==> src/rtl/muldiv_pkg.sv <==
// rtl/muldiv_pkg.sv - op code and state enums shared by the multiply/divide unit
package muldiv_pkg;

    typedef enum logic [2:0] {
        OP_MULT  = 3'd0,
        OP_MULTU = 3'd1,
        OP_DIV   = 3'd2,
        OP_DIVU  = 3'd3,
        OP_MTHI  = 3'd4,
        OP_MTLO  = 3'd5
    } op_e;

    typedef enum logic [1:0] {
        IDLE,
        MUL,
        DIV,
        FIX
    } state_e;

    localparam logic [2:0] OP_LAST = 3'd5;

    function automatic logic is_signed_op(input op_e o);
        return (o == OP_MULT) || (o == OP_DIV);
    endfunction

endpackage

==> src/rtl/muldiv_div_core.sv <==
// rtl/muldiv_div_core.sv - restoring divider on unsigned magnitudes, one quotient bit per step
module muldiv_div_core
    import muldiv_pkg::*;
#(
    parameter int WIDTH = 32
) (
    input  logic             CLK,
    input  logic             RESET,
    input  logic             start,
    input  logic             step,
    input  logic [WIDTH-1:0] dividend,
    input  logic [WIDTH-1:0] divisor,
    output logic [WIDTH-1:0] quotient,
    output logic [WIDTH-1:0] remainder
);

    logic [WIDTH-1:0] quo_q, quo_d;
    logic [WIDTH-1:0] rem_q, rem_d;
    logic [WIDTH-1:0] dvs_q, dvs_d;
    logic [WIDTH:0]   shifted;
    logic [WIDTH-1:0] diff;

    // The dividend shifts out of quo_q MSB-first while quotient bits fill in from the LSB.
    always_comb begin
        quo_d   = quo_q;
        rem_d   = rem_q;
        dvs_d   = dvs_q;
        shifted = {rem_q, quo_q[WIDTH-1]};
        diff    = shifted[WIDTH-1:0] - dvs_q;
        if (start) begin
            quo_d = dividend;
            rem_d = '0;
            dvs_d = divisor;
        end else if (step) begin
            if (shifted >= {1'b0, dvs_q}) begin
                rem_d = diff;
                quo_d = {quo_q[WIDTH-2:0], 1'b1};
            end else begin
                rem_d = shifted[WIDTH-1:0];
                quo_d = {quo_q[WIDTH-2:0], 1'b0};
            end
        end
    end

    always_ff @(posedge CLK or posedge RESET) begin
        if (RESET) begin
            quo_q <= '0;
            rem_q <= '0;
            dvs_q <= '0;
        end else begin
            quo_q <= quo_d;
            rem_q <= rem_d;
            dvs_q <= dvs_d;
        end
    end

    assign quotient  = quo_q;
    assign remainder = rem_q;

endmodule

==> src/rtl/muldiv_unit.sv <==
// rtl/muldiv_unit.sv - iterative HI/LO multiply/divide unit; MULDIV_FAST_MULT_EN selects a single-cycle multiply
module muldiv_unit
    import muldiv_pkg::*;
#(
    parameter int WIDTH = 32
) (
    input  logic             CLK,
    input  logic             RESET,
    input  logic             start,
    input  logic [2:0]       op,
    input  logic [WIDTH-1:0] A,
    input  logic [WIDTH-1:0] B,
    input  logic             cancel,
    output logic             busy,
    output logic             done,
    output logic             div_zero,
    output logic [WIDTH-1:0] HI,
    output logic [WIDTH-1:0] LO
);

    localparam int CW = $clog2(WIDTH);
    localparam logic [CW-1:0] LAST_CNT = CW'(WIDTH - 1);

    state_e             state_q, state_d;
    logic [CW-1:0]      cnt_q, cnt_d;
    op_e                op_q, op_d;
    logic [WIDTH-1:0]   mag_a_q, mag_a_d;
    logic               neg_a_q, neg_a_d;
    logic               neg_b_q, neg_b_d;
    logic [2*WIDTH-1:0] prod_q, prod_d;
    logic [WIDTH-1:0]   hi_q, hi_d;
    logic [WIDTH-1:0]   lo_q, lo_d;
    logic               busy_q, busy_d;
    logic               done_q, done_d;
    logic               dz_q, dz_d;

    logic               in_signed, in_neg_a, in_neg_b;
    logic [WIDTH-1:0]   in_mag_a, in_mag_b;
    logic [WIDTH:0]     mul_sum;
    logic [2*WIDTH-1:0] mag_prod, signed_prod;
    logic [WIDTH-1:0]   quotient, remainder, quo_s, rem_s;
    logic [WIDTH-1:0]   res_hi, res_lo;
    logic               div_start, div_step;

    muldiv_div_core #(.WIDTH(WIDTH)) u_div_core (
        .CLK       (CLK),
        .RESET     (RESET),
        .start     (div_start),
        .step      (div_step),
        .dividend  (in_mag_a),
        .divisor   (in_mag_b),
        .quotient  (quotient),
        .remainder (remainder)
    );

    // Operands are reduced to magnitudes at accept; only the sign bits travel to FIX.
    always_comb begin
        in_signed = is_signed_op(op_e'(op));
        in_neg_a  = in_signed & A[WIDTH-1];
        in_neg_b  = in_signed & B[WIDTH-1];
        in_mag_a  = in_neg_a ? -A : A;
        in_mag_b  = in_neg_b ? -B : B;
    end

    always_comb begin
        mul_sum = {1'b0, prod_q[2*WIDTH-1:WIDTH]} + (prod_q[0] ? {1'b0, mag_a_q} : '0);
`ifdef MULDIV_FAST_MULT_EN
        mag_prod = {{WIDTH{1'b0}}, mag_a_q} * {{WIDTH{1'b0}}, prod_q[WIDTH-1:0]};
`else
        mag_prod = prod_q;
`endif
        signed_prod = (neg_a_q ^ neg_b_q) ? -mag_prod : mag_prod;
        quo_s       = (neg_a_q ^ neg_b_q) ? -quotient : quotient;
        rem_s       = neg_a_q ? -remainder : remainder;
        if (op_q == OP_MULT || op_q == OP_MULTU) begin
            res_hi = signed_prod[2*WIDTH-1:WIDTH];
            res_lo = signed_prod[WIDTH-1:0];
        end else begin
            res_hi = rem_s;
            res_lo = quo_s;
        end
    end

    always_comb begin
        state_d   = state_q;
        cnt_d     = cnt_q;
        op_d      = op_q;
        mag_a_d   = mag_a_q;
        neg_a_d   = neg_a_q;
        neg_b_d   = neg_b_q;
        prod_d    = prod_q;
        hi_d      = hi_q;
        lo_d      = lo_q;
        busy_d    = busy_q;
        done_d    = 1'b0;
        dz_d      = 1'b0;
        div_start = 1'b0;
        div_step  = 1'b0;
        if (cancel) begin
            state_d = IDLE;
            busy_d  = 1'b0;
        end else begin
            case (state_q)
                IDLE: begin
                    if (start && op <= OP_LAST) begin
                        op_d    = op_e'(op);
                        mag_a_d = in_mag_a;
                        neg_a_d = in_neg_a;
                        neg_b_d = in_neg_b;
                        cnt_d   = '0;
                        case (op_e'(op))
                            OP_MULT, OP_MULTU: begin
                                prod_d = {{WIDTH{1'b0}}, in_mag_b};
                                busy_d = 1'b1;
`ifdef MULDIV_FAST_MULT_EN
                                state_d = FIX;
`else
                                state_d = MUL;
`endif
                            end
                            OP_DIV, OP_DIVU: begin
                                if (B == '0) begin
                                    done_d = 1'b1;
                                    dz_d   = 1'b1;
                                end else begin
                                    div_start = 1'b1;
                                    busy_d    = 1'b1;
                                    state_d   = DIV;
                                end
                            end
                            OP_MTHI: begin
                                hi_d   = A;
                                done_d = 1'b1;
                            end
                            default: begin
                                lo_d   = A;
                                done_d = 1'b1;
                            end
                        endcase
                    end
                end
                MUL: begin
                    prod_d = {mul_sum, prod_q[WIDTH-1:1]};
                    cnt_d  = cnt_q + 1'b1;
                    if (cnt_q == LAST_CNT) state_d = FIX;
                end
                DIV: begin
                    div_step = 1'b1;
                    cnt_d    = cnt_q + 1'b1;
                    if (cnt_q == LAST_CNT) state_d = FIX;
                end
                default: begin
                    hi_d    = res_hi;
                    lo_d    = res_lo;
                    done_d  = 1'b1;
                    busy_d  = 1'b0;
                    state_d = IDLE;
                end
            endcase
        end
    end

    always_ff @(posedge CLK or posedge RESET) begin
        if (RESET) begin
            state_q <= IDLE;
            cnt_q   <= '0;
            op_q    <= OP_MULT;
            mag_a_q <= '0;
            neg_a_q <= 1'b0;
            neg_b_q <= 1'b0;
            prod_q  <= '0;
            hi_q    <= '0;
            lo_q    <= '0;
            busy_q  <= 1'b0;
            done_q  <= 1'b0;
            dz_q    <= 1'b0;
        end else begin
            state_q <= state_d;
            cnt_q   <= cnt_d;
            op_q    <= op_d;
            mag_a_q <= mag_a_d;
            neg_a_q <= neg_a_d;
            neg_b_q <= neg_b_d;
            prod_q  <= prod_d;
            hi_q    <= hi_d;
            lo_q    <= lo_d;
            busy_q  <= busy_d;
            done_q  <= done_d;
            dz_q    <= dz_d;
        end
    end

    assign busy     = busy_q;
    assign done     = done_q;
    assign div_zero = dz_q;
    assign HI       = hi_q;
    assign LO       = lo_q;

endmodule

==> config.mk <==
export PLATFORM = sky130hd
export DESIGN_NAME = muldiv_unit
export DESIGN_NICKNAME = d
export VERILOG_FILES = /design/src/rtl/muldiv_pkg.sv /design/src/rtl/muldiv_div_core.sv /design/src/rtl/muldiv_unit.sv
export SDC_FILE = /design/constraint.sdc
export NUM_CORES = 1
export LEC_CHECK = 0
export ABC_AREA = 1
export BUFFER_PORTS_ARGS = -buffer_cell sky130_fd_sc_hd__buf_4
export CAP_MARGIN = 20
export CORE_MARGIN = 2
export CORE_UTILIZATION = 65
export DETAILED_ROUTE_END_ITERATION = 6
export PLACE_DENSITY_LB_ADDON = 0.2
export SETUP_SLACK_MARGIN = 0.5
export SLEW_MARGIN = 10
export SYNTH_ARGS = -nofsm -noshare
export SYNTH_HDL_FRONTEND = slang
export SYNTH_SLANG_ARGS = --single-unit
==> constraint.sdc <==
create_clock -name CLK -period 17.05 [get_ports CLK]
set_input_delay 2.5575 -clock CLK [delete_from_list [all_inputs] [get_ports CLK]]
set_output_delay 2.5575 -clock CLK [all_outputs]
set_load 0.03 [all_outputs]
Word-level counts from Yosys, hierarchy flattened
Index checks and enable logic that the tools add are counted.
{"block": "totals", "register_bits": 271, "mem_count": 0, "elab_cells": 120, "romBits": 0, "latch_bits": 0, "ram_bits": 0}
{"block": "op_classes", "mux": 52, "bitwise": 5, "magnitude_cmp": 2, "reduce_logical": 21, "div_mod_pow": 0, "n_eq_ne": 17, "mul": 0, "shift": 0, "add_sub_neg": 8}
{"op": "$mux W32", "n": 16}
{"op": "$mux W64", "n": 3}
{"op": "$neg A32 Y32", "n": 4}
{"op": "$pmux W32 S2", "n": 2}
{"op": "$pmux W64 S2", "n": 1}
{"op": "$neg A64 Y64", "n": 1}
{"op": "$add A32 B32 Y33", "n": 1}
{"op": "$ge A33 B32 Y1", "n": 1}
{"op": "$logic_not A32 Y1", "n": 1}
{"op": "$sub A32 B32 Y32", "n": 1}
{"op": "$reduce_and A4 Y1", "n": 5}
{"op": "$mux W1", "n": 18}
{"op": "$pmux W5 S2", "n": 1}
{"op": "$mux W2", "n": 4}
{"op": "$pmux W1 S2", "n": 4}
{"op": "$pmux W2 S2", "n": 2}
{"op": "$eq A3 B1 Y1 const B", "n": 2}
{"op": "$eq A3 B2 Y1 const B", "n": 2}
{"op": "$logic_not A3 Y1", "n": 2}
{"op": "$ne A2 B1 Y1 const B", "n": 3}
{"op": "$reduce_and A3 Y1", "n": 2}
{"op": "$reduce_bool A2 Y1", "n": 3}
{"op": "$reduce_or A2 Y1", "n": 3}
{"op": "$add A5 B1 Y5 const B", "n": 1}
{"op": "18 further kinds", "n": 22}

Longest topological paths before layout
Gate-level depths: netlist of the first run.
{"block": "depth", "ltp_word": 7, "ltp_mapped": 20, "ltp_nobuf": 19}

Modules after synthesis
From an unflattened synthesis of the first run, not the netlist that was laid out.
{"block": "unflattened", "cells_unflattened": 3720, "area_unflattened_um2": 23135.9}
{"mod": "muldiv_unit", "n_inst": 1, "area_each_um2": 16221.8, "cells_each": 2667, "seq_area_each_um2": 4354.2}
{"mod": "muldiv_div_core", "n_inst": 1, "area_each_um2": 6914.1, "cells_each": 1053, "seq_area_each_um2": 2402.3}

Least setup slack after synthesis of the first run
Ideal clock, no wire load.
{"block": "synth_path", "path_type": "in2reg", "from": "input B[0]", "to": "register u_div_core.dvs_q[1]", "arrival_time_ns": 3.916, "setup_slack_ns": 13.007, "cell_stages": 14, "setup_time_ns": 0.127, "required_ns": 16.923, "path_cell_list": "inv_1 > ha_1 > nand3_1 > nor2_2 > nand2_1 > inv_2 > nand2_2 > nand4_4 > nor2_4 > buf_6 > inv_4 > buf_6 > nand2_1 > o21ai_1"}
{"block": "synth_between", "elab_chain_len": 6}
{"element": "from (decl)", "line_no": "muldiv_unit.sv:12", "rtl": "input logic [WIDTH-1:0] B,"}
{"element": "branches (longest 6 deep; another with $neg A32 Y32)"}
{"element": "to (signal assigned)", "line_no": "muldiv_div_core.sv:53", "rtl": "dvs_q <= dvs_d;"}
{"element": "to (decl)", "line_no": "muldiv_div_core.sv:19", "rtl": "logic [WIDTH-1:0] dvs_q, dvs_d;"}
Parallel ways; which one is timed is not known.
A chain may end at the register's enable or synchronous reset.

Worst setup path in the final report of the first run
{"block": "layout_path", "from": "input B[0]", "to": "register u_div_core.rem_q[30] (netlist: u_div_core.remainder[30])"}
{"block": "layout_between", "elab_chain_len": 7}
{"element": "$logic_not A32 Y1 *", "line_no": "muldiv_unit.sv:122", "rtl": "if (B == '0) begin"}
{"element": "$mux W1 *", "line_no": "muldiv_unit.sv:122"}
{"element": "$mux W1 *", "line_no": "muldiv_unit.sv:111", "rtl": "case (op_e'(op))"}
{"element": "$mux W1 *", "line_no": "muldiv_unit.sv:105", "rtl": "if (start && op <= OP_LAST) begin"}
{"element": "$mux W1 *", "line_no": "muldiv_unit.sv:103", "rtl": "case (state_q)"}
{"element": "$mux W1 *", "line_no": "muldiv_unit.sv:99", "rtl": "if (cancel) begin"}
{"element": "$mux W32 / $reduce_bool A2 Y1 (equally long branches)"}
{"element": "to (signal assigned)", "line_no": "muldiv_div_core.sv:52", "rtl": "rem_q <= rem_d;"}
{"element": "to (decl)", "line_no": "muldiv_div_core.sv:18", "rtl": "logic [WIDTH-1:0] rem_q, rem_d;"}
Mark *: on every way between the ends. The rest lies on a longest branch, timed or not.

==> metrics.md, run 1 <==
| Metric | Value |
|---|---|
| Post-CTS Setup Bufs | 0 |
| WHS Endpoint | mag_a_q[26]$_DFFE_PP0P_ |
| Final clock skew | 0.03970 ns |
| Number of diodes | 0 |
| Worst path required time | 17.51 ns |
| Hold Startpoint | mag_a_q[26]$_DFFE_PP0P_ |
| Comb pwr share | 64.1% |
| Switch Pwr | 2883 µW |
| Min setup slack post-route | 11.64 ns |
| Vias in the first global route | 23.31k |
| Asr flop ratio synth | 100.0% |
| DRC viols | 1 |
| Synth area leaders | dfrtp_1, nand2_1, nand3_1 |
| Crit end category | flip-flop |
| Max-slew headroom | 21.82% |
| Crit Path Category | in -> reg |
| Synth area leader | dfrtp_1 |
| Crit path time final | 5.414 ns |
| Multi-input logic area | 13080 µm² |
| Power Density | 213.9 nW/µm² |
| Port buffer count | 137 |
| VDD IR-drop max | 0.1213 mV |
| Post-CTS Resized | 0 |
| Place WS | 11.20 ns |
| Slowest stage delay, CP | 1.10 ns |
| Share of the synthesized area in the top cell type | 30.74% |
| DR pass1 iterations | 7 |
| Starting density of the core | 65.71% |
| CTS tree | yes |
| Detailed Route Iter0 Violations | 3472 |
| Most numerous cell in the Yosys netlist | nand2_1 |
| CTS root buf | clkbuf_16 |
| Final hold violations | 0 |
| Fill count | 2849 |
| Reg2reg end | mag_prod[30]$_DFFE_PP0P_ |
| Synth Flop Type | dfrtp_1 |
| Mapped cell area | 21980 µm² |
| Register area share after synthesis | 30.74% |
| Synth cell count leaders | nand2_1, nor2_1, inv_1, nand3_1, dfrtp_1 |
| Pint | 2272 µW |
| WHS | 0.4834 ns |
| Final nets | 3689 |
| Cell variety after synth | 55 |
| Largest net degree at the start of global routing | 121 |
| Post-Route WL | 84320 µm |
| Synthesized Nets | 3619 |
| Vias/cell | 6.290 |
| Flops & latches, synth | 270 |
| Leak | 0.01233 µW |
| Core region area | 33450 µm² |
| Total number of vias | 25.24k |
| Total Power | 5156 µW |
| Clock transition at path regs | 0.07 ns |
| RSZ-0062 raised after global routing | no |
| Number of cells on the worst hold path | 2 |
| Worst-Margin Slew | 1.173 ns |
| Min-Delay Path Class | reg -> reg |
| Antenna Nets Post-Route | 0 |
| Clock group share of total power | 12.6% |
| Gate Count Post-Synth | 3471 |
| CP Launch Type | input port |
| H-Tree Depth | 1 |
| Die width | 187.9 µm |
| Sequential cell area | 6756 µm² |
| # setup viols final | 0 |
| Critical path peak fanout | 35 |
| Rows | 67 |
| Cell mode on critical path | nand2_1 |
| Crit-path cells | buf_4, inv_1, ha_1, nand3_1, nor2_2, nand2_1, inv_2, nand2_2, nand4_4, nand3_2, clkinv_1, nand2_1, inv_1, nand2_1, nand2_1 |
| Final Cycle Share | 31.75% |
| GRT Residual Overflow | 0 |
| Number of buffers on the longest clock path | 3 |
| Layout cells sized above 1 | 7.604% |
| Final Wtd Congestion | 1.087 |
| CP max stage cell | clkinv_1 |
| Routed WL per cell | 21.02 µm |
| Max Cap Viol | 0 |
| Boundary pin count | 138 |
| Skew-Pair Late Insertion Delay | 0.60 ns |
| Reg2Reg Depth | 12 |
| Max Freq | 0.1847 GHz |
| R2R Setup Slk | 12.56 ns |
| P&R area growth vs syn | 9.637% |
| Crit Reg-Reg Startpoint | state_q[0]$_DFFE_PP0P_ |
| Clock Sink Count | 270 |
| Syn avg cell area | 6.332 µm² |
| Post-Place Cells | 3954 |
| Yosys warning count | 0 |
| Switching share of power | 55.92% |
| Num CTS Buffers | 30 |
| Number of flops mapped to enable cells by yosys | 0 |
| First-pass GRT wire length | 129100 µm |
| Die height | 187.9 µm |
| Initial antenna violation count | 1 |
| Violated checks | DRC |
| # hold bufs at CTS | 0 |
| Worst Path Arrival | 5.88 ns |
| Status | finished, violations left |
| Die ar. | 35300 µm² |
| HPWL after DPL | 63940 µm |
| Fin cells | 4012 |
| Fin. max-slew vios | 0 |
| Total Routing Usage GR | 46.87% |
| Setup total negative slack | 0 ns |
| Flop pwr share | 23.3% |
==> how the worst max path moves through the flow <==
stage / start / to / slack [ns] / cells past startpoint
5_1_grt: B[0] / u_div_core.remainder[13]$_DFFE_PP0P_ / 11.45 / 13
3_3_place_gp: B[0] / u_div_core.remainder[29]$_DFFE_PP0P_ / 11.29 / 15
3_5_place_dp: B[0] / u_div_core.remainder[27]$_DFFE_PP0P_ / 11.20 / 13
4_1_cts: B[0] / u_div_core.remainder[30]$_DFFE_PP0P_ / 11.75 / 15
2_1_floorplan: RESET / HI[0]$_DFFE_PP0P_ / 7.05 / 1
6_report: B[0] / u_div_core.remainder[30]$_DFFE_PP0P_ / 11.64 / 15
==> critical path, delay by kind of cell <==
family	cells	cell delay [ns]
buffers and inverters	5	1.40
AND/OR/NAND/NOR	9	1.65
adder cells (fa/ha/maj)	1	0.25
==> kinds of logic after synthesis <==
family | count (synthesis) | synth area share [%]
simple gates | 1928 | 36.78
compound gates | 599 | 15.19
buf+inv | 521 | 9.808
flops | 270 | 30.74
fa+ha+maj | 77 | 4.452
xor+xnor | 76 | 3.028
==> cell type report <==
cell class,instances,area share [%]
inverter,404,6.334
clock buffer,38,3.406
multi-input combinational,2680,54.28
tap,448,2.326
timing repair buffer,155,5.026
sequential,270,28.04
clock inverter,17,0.5919
==> cells in the final DEF (no fill, tap or decap), drive strengths merged, types with 15 or more instances in the layout <==
| cell | instances |
|---|---|
| a21oi | 217 |
| a31oi | 15 |
| buf | 155 |
| clkbuf | 38 |
| dfrtp | 270 |
| ha | 75 |
| inv | 406 |
| nand2 | 1036 |
| nand3 | 323 |
| nand4 | 58 |
| nor2 | 438 |
| nor3 | 33 |
| o211ai | 39 |
| o21ai | 251 |
| o221ai | 18 |
| o22ai | 24 |
| xnor2 | 31 |
| xor2 | 45 |
==> routing by layer <==
| metal | track usage, % | vias up | routed length, µm |
|---|---|---|---|
| li1 | - | 11468 | - |
| met1 | 60.53 | 11483 | 30610 |
| met2 | 69.50 | 1891 | 35210 |
| met3 | 10.78 | 392 | 11210 |
| met4 | 33.34 | 2 | 7280 |
| met5 | 0 | - | 13 |
==> state kept, by name (all words and copies together) (netlist names) <==
signal                flops
busy                      1
done                      1
u_div_core.quotient      32
u_div_core.dvs_q         32
op_q                      2
LO                       32
state_q                   2
mag_a_q                  32
div_zero                  1
cnt_q                     5
neg_a_q                   1
u_div_core.remainder     32
mag_prod                 64
HI                       32
neg_b_q                   1
==> power by group through the flow <==
stage	clock network (µW)	registers, µW	logic [µW]
6_report	648	1200	3310
5_1_grt	667	1220	3570
4_1_cts	642	1180	3160
3_5_place_dp	0	1180	3130
3_3_place_gp	0	1170	3050
2_1_floorplan	0	1250	2100
==> stage by stage <==
stage	cell area [µm²]	util, %
finish	24100	72.05
global route	24100	72.05
CTS	24030	71.84
detailed placement	23060	68.96
global placement	23060	68.96
floorplan	21980	-
(Power assumes the default switching activity.)
==> inputs of run 2 (changes only) <==
CORE_UTILIZATION = 57   (was 65)
clock period = 4.95 ns   (was 17.05 ns; I/O delays follow)
==> metrics.md, run 2 (same netlist as run 1, synthesis figures left out) <==
| Metric | Value |
|---|---|
| Status | finished clean |
| Total Power | 17680 µW (+240%) |
| Crit path time final | 3.482 ns |
| Worst-Margin Slew | 1.084 ns (-0.08899 ns) |
| Num CTS Buffers | 31 (+3.3%) |
| Number of diodes | 0 (unchanged) |
| Vias in the first global route | 22.82k (-2.1%) |
| Crit Path Category | reg -> reg |
| CP max stage cell | clkinv_1 |
| Post-CTS Resized | 0 (unchanged) |
| HPWL after DPL | 66530 µm (+4.1%) |
| CTS root buf | clkbuf_16 |
| Leak | 0.01233 µW (about the same) |
| H-Tree Depth | 1 (unchanged) |
| GRT Residual Overflow | 0 (unchanged) |
| # hold bufs at CTS | 0 (unchanged) |
| Post-Route WL | 85850 µm (+1.8%) |
| Worst path required time | 5.38 ns (-12.13 ns) |
| Most frequent cells in the layout | nand2_1, nor2_1, inv_1 |
| Routed WL per cell | 21.03 µm (about the same) |
| Crit path max-delay family | buffers and inverters |
| Total number of vias | 24.91k (-1.3%) |
| Final Wtd Congestion | 1.057 (-2.8%) |
| Sequential cell area | 6756 µm² (unchanged) |
| DRC viols | 0 (-1) |
| Die ar. | 40150 µm² (+14%) |
| Rows | 71 (+6.0%) |
| Cell mode on critical path | buf_4 |
| Antenna Nets Post-Route | 0 (unchanged) |
| Post-Place Cell Area | 23250 µm² (+0.81%) |
| Skew-Pair Late Insertion Delay | 0.60 ns (about the same) |
| First-pass GRT wire length | 130400 µm (+0.99%) |
| Commonest non-fill, non-tap cell in the layout | nand2_1 |
| Final hold violations | 0 (unchanged) |
| Boundary pin count | 138 (unchanged) |
| Clock transition at path regs | 0.06 ns (about the same) |
| Crit Reg-Reg Startpoint | state_q[1]$_DFFE_PP0P_ |
| CP bufs+invs | 4 (-1) |
| Final nets | 3696 (+0.19%) |
| Critical path peak fanout | 43 (+23%) |
| Detailed Route Iter0 Violations | 3299 (-5.0%) |
| Final Cycle Share | 70.34% |
| Min-Delay Path Class | in -> async |
| Fin. max-slew vios | 0 (unchanged) |
| Vias/cell | 6.103 (-3.0%) |
| P&R area growth vs syn | 10.03% |
| Reg2Reg Depth | 9 (-3) |
| Max-slew headroom | 27.30% (+5.5 points) |
| End of the critical path | u_div_core.quotient[0]$_DFFE_PP0P_ |
| Crit end category | flip-flop |
| Layout cells sized above 1 | 7.589% (-0.015 points) |
| Power Density | 730.8 nW/µm² (+240%) |
| Multi-input logic area | 13080 µm² (unchanged) |
| Total Routing Usage GR | 41.58% (-5.3 points) |
| Max Freq | 0.2872 GHz |
| VDD IR-drop max | 0.3988 mV (+230%) |
| CP Launch Point | state_q[1]$_DFFE_PP0P_ |
| Largest net degree at the start of global routing | 147 (+21%) |
| Slowest stage delay, CP | 0.95 ns (-0.15 ns) |
| Fill count | 3628 (+27%) |
| RSZ-0062 raised after global routing | no |
| Max Cap Viol | 0 (unchanged) |
| Initial antenna violation count | 1 (unchanged) |
| Worst Path Arrival | 3.91 ns (-1.97 ns) |
| Starting density of the core | 58.08% (-7.6 points) |
| Clock Sink Count | 270 (unchanged) |
| Reg2reg end | u_div_core.quotient[0]$_DFFE_PP0P_ |
| Die width | 200.4 µm (+6.6%) |
| Final clock skew | 0.04149 ns (+0.001789 ns) |
| CTS tree | yes |
| Max reg flops | 64 (unchanged) |
| Die height | 200.4 µm (+6.6%) |
| Post-CTS Setup Bufs | 0 (unchanged) |
| CP Launch Type | flip-flop |
| Crit. path cell count | 9 (-6) |
| Design Area, Final | 24180 µm² (+0.36%) |
| Number of buffers on the longest clock path | 3 (unchanged) |
| Crit-path cells | inv_1, ha_2, buf_4, nand4_4, nand3_2, buf_4, clkinv_1, nand2_1, o211ai_2 |
| # setup viols final | 0 (unchanged) |
| DR pass1 iterations | 7 (unchanged) |
| Setup total negative slack | 0 ns (unchanged) |
| Core region area | 37840 µm² (+13%) |
| R2R Setup Slk | 1.47 ns (-11.09 ns) |
| Port buffer count | 137 (unchanged) |
==> run 2: cell types whose count changed in the layout (fill, tap and decap cells not counted), sizes merged <==
cell and change:
clkbuf +8, buf +6, clkinv -4, inv -3
bufinv -1, clkinvlp +1
==> run 2: worst min-delay path by stage <==
stage / from / endpoint / slack, ns
global route: RESET / HI[16]$_DFFE_PP0P_ / 0.45
CTS: RESET / HI[16]$_DFFE_PP0P_ / 0.42
finish: RESET / HI[16]$_DFFE_PP0P_ / 0.33
floorplan: mag_a_q[11]$_DFFE_PP0P_ / mag_a_q[11]$_DFFE_PP0P_ / 0.45
detailed placement: mag_a_q[31]$_DFFE_PP0P_ / mag_a_q[31]$_DFFE_PP0P_ / 0.47
global placement: mag_a_q[29]$_DFFE_PP0P_ / mag_a_q[29]$_DFFE_PP0P_ / 0.47
==> run 2: metrics by stage <==
step / utilization, % / setup WS (ns) / instances / hold slack [ns]
after floorplan: - / 0.6401 / 3471 / 0.4488
after global placement: 61.37 / 1.281 / 4025 / 0.4675
after detailed placement: 61.44 / 1.199 / 4026 / 0.4687
after CTS: 63.91 / 1.573 / 4082 / 0.4176
after global routing: 63.91 / 1.329 / 4082 / 0.4537
final: 63.91 / 1.468 / 4082 / 0.3345
==> run 2: metal layers <==
layer	vias up	GRT usage, %	share of wire [%]
li1	11496	-	-
met3	291	6.508	11
met1	11516	55.28	39
met2	1609	64.20	43
met5	-	0	0
met4	0	24.79	7.2
==> run 2: tightest hold or removal path: stages <==
cell,delay (ns)
buf_4,0.14
clkinvlp_4,0.10
buf_12,0.42
==> run 2: report_power, final <==
group          internal (µW)  leakage, µW  switching [µW]  total (µW)
clock                   1210     0.000460             969        2180
sequential              3180      0.00338            1010        4190
combinational           3440      0.00850            7870       11300
==> run 2: area by class of cell <==
cell class | count | area share, %
clock inverters | 10 | 0.2483
clock buffers | 46 | 3.606
flip-flops and latches | 270 | 27.94
inverters | 404 | 6.296
well taps | 511 | 2.644
repair buffers | 161 | 5.184
multi-input cells | 2680 | 54.08
